===== config.mk =====
export PLATFORM = sky130hd
export DESIGN_NAME = day_of_yr_decode
export DESIGN_NICKNAME = d
export VERILOG_FILES = /design/src/rtl/day_of_yr_decode.sv
export SDC_FILE = /design/constraint.sdc
export NUM_CORES = 1
export LEC_CHECK = 0
export CORE_MARGIN = 3
export CORE_UTILIZATION = 52
export CTS_BUF_LIST = sky130_fd_sc_hd__clkbuf_16
export DETAILED_ROUTE_END_ITERATION = 8
export PLACE_DENSITY = 0.85
export SLEW_MARGIN = 5
export SYNTH_ARGS = -nofsm -noshare
export SYNTH_HDL_FRONTEND = slang
export SYNTH_SLANG_ARGS = --single-unit

===== constraint.sdc =====
create_clock -name clk -period 4.6 [get_ports clk]
set_input_delay 0.69 -clock clk [delete_from_list [all_inputs] [get_ports clk]]
set_output_delay 0.69 -clock clk [all_outputs]
set_load 0.01 [all_outputs]

===== src/rtl/day_of_yr_decode.sv =====
// Converts a 1-based day-of-year into month / day-of-month for a Gregorian or
// Symmetry454 calendar, by subtracting one month length per clock cycle.
`timescale 1ns/1ps

module day_of_yr_decode #(
  parameter logic cal_select = 1'b0
) (
  input  logic        clk,
  input  logic        reset,
  input  logic        start,
  input  logic [8:0]  dayOfYear,
  input  logic [10:0] year,
  output logic [3:0]  month,
  output logic [5:0]  dayOfMonth,
  output logic        busy,
  output logic        done,
  output logic        err
);

  typedef enum logic {IDLE, CALC} state_t;

  state_t     state;
  logic [8:0] rem;
  logic       leap_q;
  logic [3:0] cnt;

  logic       leap_in;
  logic [8:0] year_len;
  logic [8:0] cur_len;
  logic       in_range;
  logic       unused_year;

  function automatic logic [8:0] month_len(input logic [3:0] m, input logic leap);
    logic [8:0] len;
    len = 9'd31;
    if (cal_select) begin
      // 4-5-4 weeks per quarter: the middle month of each quarter is 35 days.
      case (m)
        4'd2, 4'd5, 4'd8, 4'd11: len = 9'd35;
        default:                 len = 9'd28;
      endcase
    end else begin
      case (m)
        4'd2:                    len = leap ? 9'd29 : 9'd28;
        4'd4, 4'd6, 4'd9, 4'd11: len = 9'd30;
        default:                 len = 9'd31;
      endcase
    end
    return len;
  endfunction

  assign unused_year = ^year[10:2];

  always_comb begin
    leap_in  = !cal_select && (year[1:0] == 2'b00);
    year_len = cal_select ? 9'd364 : (leap_in ? 9'd366 : 9'd365);
    in_range = (dayOfYear != 9'd0) && (dayOfYear <= year_len);
    cur_len  = month_len(cnt, leap_q);
  end

  assign busy = (state == CALC);

  // NOTE: state registers use non-blocking assignments so every register
  // samples the pre-edge values, regardless of statement order in the block.
  always_ff @(posedge clk) begin
    if (reset) begin
      state      <= IDLE;
      rem        <= '0;
      leap_q     <= 1'b0;
      cnt        <= '0;
      month      <= '0;
      dayOfMonth <= '0;
      done       <= 1'b0;
      err        <= 1'b0;
    end else begin
      done <= 1'b0;
      case (state)
        IDLE: begin
          if (start) begin
            if (in_range) begin
              rem    <= dayOfYear;
              leap_q <= leap_in;
              cnt    <= 4'd1;
              state  <= CALC;
            end else begin
              month      <= '0;
              dayOfMonth <= '0;
              err        <= 1'b1;
              done       <= 1'b1;
            end
          end
        end
        CALC: begin
          // The range check at capture guarantees the remainder fits in
          // December, so cnt stops at 12 and rem never underflows.
          if (rem > cur_len) begin
            rem <= rem - cur_len;
            cnt <= cnt + 4'd1;
          end else begin
            month      <= cnt;
            dayOfMonth <= rem[5:0];
            err        <= 1'b0;
            done       <= 1'b1;
            state      <= IDLE;
          end
        end
        default: state <= IDLE;
      endcase
    end
  end

endmodule


==> impl_metrics.tcl <==
set metrics [dict create \
    reg2regPathDepth 11 \
    clock_sinks 27 \
    crit_required_ps 4760 \
    multi_input_comb_area_sq_um 860 \
    tightest_slew_ps 832 \
    cts-root-buf "clkbuf_16" \
    syn_area_sq_um 1460 \
    fill_cells 195 \
    synth_warnings 0 \
    crit_path_start "year[1]" \
    regToRegEndpoint "cnt[2]$_SDFFE_PP0P_" \
    drt-pass1-iter-count 4 \
    finalCritPeriodShare_pct 65.8 \
    numCtsBuffers 3 \
    htree_num_levels 1 \
    cp.arrival_ps 3180 \
    antenna_left 0 \
    tns_ps 0 \
    io_buffers 26 \
    seq_area_frac_synth_pct 37.0 \
    grt_use_total_pct 21.7 \
    boundaryPins 36 \
    rsz0062_at_grt "no" \
    holdBufCountCts 0 \
    yosysUniqueCellTypes 47 \
    syn_nets 196 \
    synth_most_common_cell "dfxtp_1" \
    status "complete, no violations" \
    vias 1348 \
    die-area_sq_um 3480 \
    layout-drive-gt1-share_pct 7.94 \
    clk_pin_slew_ps 70 \
    yosysTopAreaCell "dfxtp_1" \
    fmax_mhz 331 \
    synthCells 164 \
    finalClockSkew_ps 7.18 \
    finalHoldViolCount 0 \
    finalSetupViolCount 0 \
    viasPerCell 6.16 \
    drc_errors 0 \
    synth.area.top_cells "dfxtp_1 37%, ha_1 6.9%, a22o_1 5.4%" \
    placedCellCount 215 \
    diodes 0 \
    clock_latency_ps 260 \
    max-vdd-ir-drop_v 0.000257 \
    power.density_nw_per_um2 324 \
    synth_seq_cells 27 \
    crit_type "input port to flip-flop" \
    setup.worst_path.end "rem[5]$_SDFFE_PP0P_" \
    cap_violations 0 \
    grt_pass1_vias 1302 \
    grt-ovfl-total 0 \
    avgSynthCellArea_sq_um 8.90 \
    area_delta_synth_final_pct 24.4 \
    die_x_um 59.0 \
    finalCriticalPeriod_ps 3030 \
    die_y_um 59.0 \
    r2r-start "cnt[0]$_SDFFE_PP0P_" \
    ys_async_sr_fraction_pct 0 \
    cts_resized 0 \
    cts_setup_buffers 0 \
    cp_max_fo 9 \
    nets 222 \
    p_leak_nw 0.689 \
    regArea_sq_um 541 \
    totalWireLength_um 3550 \
    start_kind "input port" \
    rrSetupSlack_ps 1730 \
    final_max_slew_viol_count 0 \
    first_iter_violations 83 \
    grt_max_degree 24 \
    synth.top_cell.area_share_pct 37.0 \
    synth_commonest_cells "27 x dfxtp_1, 13 x a21oi_1, 10 x inv_1, 10 x o21ai_0" \
    rows 18 \
    cp-end-kind "flip-flop" \
    cts_buffer_depth 2 \
    tritoncts "done" \
    routedWlPerCell_um 16.2 \
    hpwl_um 2570 \
    initial_core_util_pct 56.8 \
    max_slew_margin_pct 44.3 \
    grt_pass1_wl_um 5840 \
    synthFlopType "dfxtp_1" \
    total_power_mw 0.588 \
    core_area_sq_um 2570 \
    place_congestion 0.878 \
    antenna_found_initial 0 \
    synth_edf_count 0 \
    hold_class "flip-flop to flip-flop" \
    finalNonFillerCells 219 \
]
## final cells by class
type                       instances  area share (%)
multi-input combinational        122            47.3
sequential                        27            29.8
timing repair buffer              26            14.3
clock buffer                       3            4.14
inverter                          10            2.07
tap                               30            2.07
clock inverter                     1           0.276
## per-layer routing
metal	vias up	track usage [%]	part of all wire [%]
met4	0	8.41	1.0
met1	643	26.3	42
met5	-	0	0
li1	664	-	-
met3	4	4.61	5.9
met2	37	37.2	51
## how the worst min path moves through the flow
stage	startpoint	to	slack, ps	depth (start not counted)
2_1_floorplan	leap_q$_SDFFE_PP0P_	leap_q$_SDFFE_PP0P_	430	2
3_3_place_gp	dayOfMonth[5]$_SDFFE_PP0P_	dayOfMonth[5]$_SDFFE_PP0P_	440	1
3_5_place_dp	leap_q$_SDFFE_PP0P_	leap_q$_SDFFE_PP0P_	450	2
4_1_cts	leap_q$_SDFFE_PP0P_	leap_q$_SDFFE_PP0P_	460	2
5_1_grt	dayOfMonth[0]$_SDFFE_PP0P_	dayOfMonth[0]$_SDFFE_PP0P_	500	1
6_report	leap_q$_SDFFE_PP0P_	leap_q$_SDFFE_PP0P_	460	2
## critical path: stages
cell	delay, ps
clkdlybuf4s50_1	400
or2_2	320
ha_1	310
nand2b_1	60
a311o_1	400
o211ai_2	430
nand2_2	240
o221a_2	330
## cell usage in the layout (no fill, tap or decap), types with 2 or more instances in the layout
| cell | Yosys | final |
|---|---|---|
| a211oi_1 | 3 | 3 |
| o211ai_1 | 3 | 3 |
| nand4_1 | 3 | 3 |
| a21oi_1 | 13 | 13 |
| clkbuf_16 | 0 | 3 |
| mux2_2 | 2 | 2 |
| o21a_1 | 2 | 2 |
| nor3_1 | 6 | 6 |
| nand3_1 | 8 | 8 |
| clkdlybuf4s50_1 | 0 | 26 |
| o21ai_0 | 10 | 10 |
| ha_1 | 8 | 8 |
| and3_1 | 3 | 3 |
| nor2_1 | 9 | 9 |
| o22ai_1 | 2 | 2 |
| a22o_1 | 9 | 9 |
| nand2_1 | 7 | 7 |
| inv_1 | 10 | 10 |
| dfxtp_1 | 27 | 27 |
| a21boi_1 | 2 | 2 |
| nand2b_1 | 5 | 5 |
| nor2b_1 | 3 | 3 |
## flip-flops by register name (all words and copies together), names as in the netlist
register / cells
dayOfMonth: 6
leap_q: 1
busy: 1
cnt: 4
done: 1
month: 4
err: 1
rem: 9
## metrics by stage
stage | utilization, % | hold WS [ps] | worst slack [ps] | cell area (sq um)
floorplan | - | 433 | 2040 | 1460
global placement | 67.6 | 443 | 1410 | 1740
detailed placement | 67.6 | 450 | 1370 | 1740
CTS | 70.7 | 459 | 1600 | 1820
global route | 70.7 | 498 | 1410 | 1820
finish | 70.7 | 461 | 1570 | 1820
## logic make-up (layout without fill, tap and decap cells)
| logic type | after synthesis | count (layout) | synth area share [%] |
|---|---|---|---|
| compound gates | 58 | 58 | 29.5 |
| fa+ha+maj | 9 | 9 | 8.23 |
| simple gates | 52 | 52 | 19.0 |
| buf+inv | 15 | 40 | 4.03 |
| mux | 3 | 3 | 2.23 |
| flops | 27 | 27 | 37.0 |
## report_power, final
| part | internal (mW) | switching [mW] |
|---|---|---|
| Combinational | 0.0563 | 0.0660 |
| Clock | 0.117 | 0.0771 |
| Sequential | 0.249 | 0.0226 |
(Power assumes the default switching activity.)
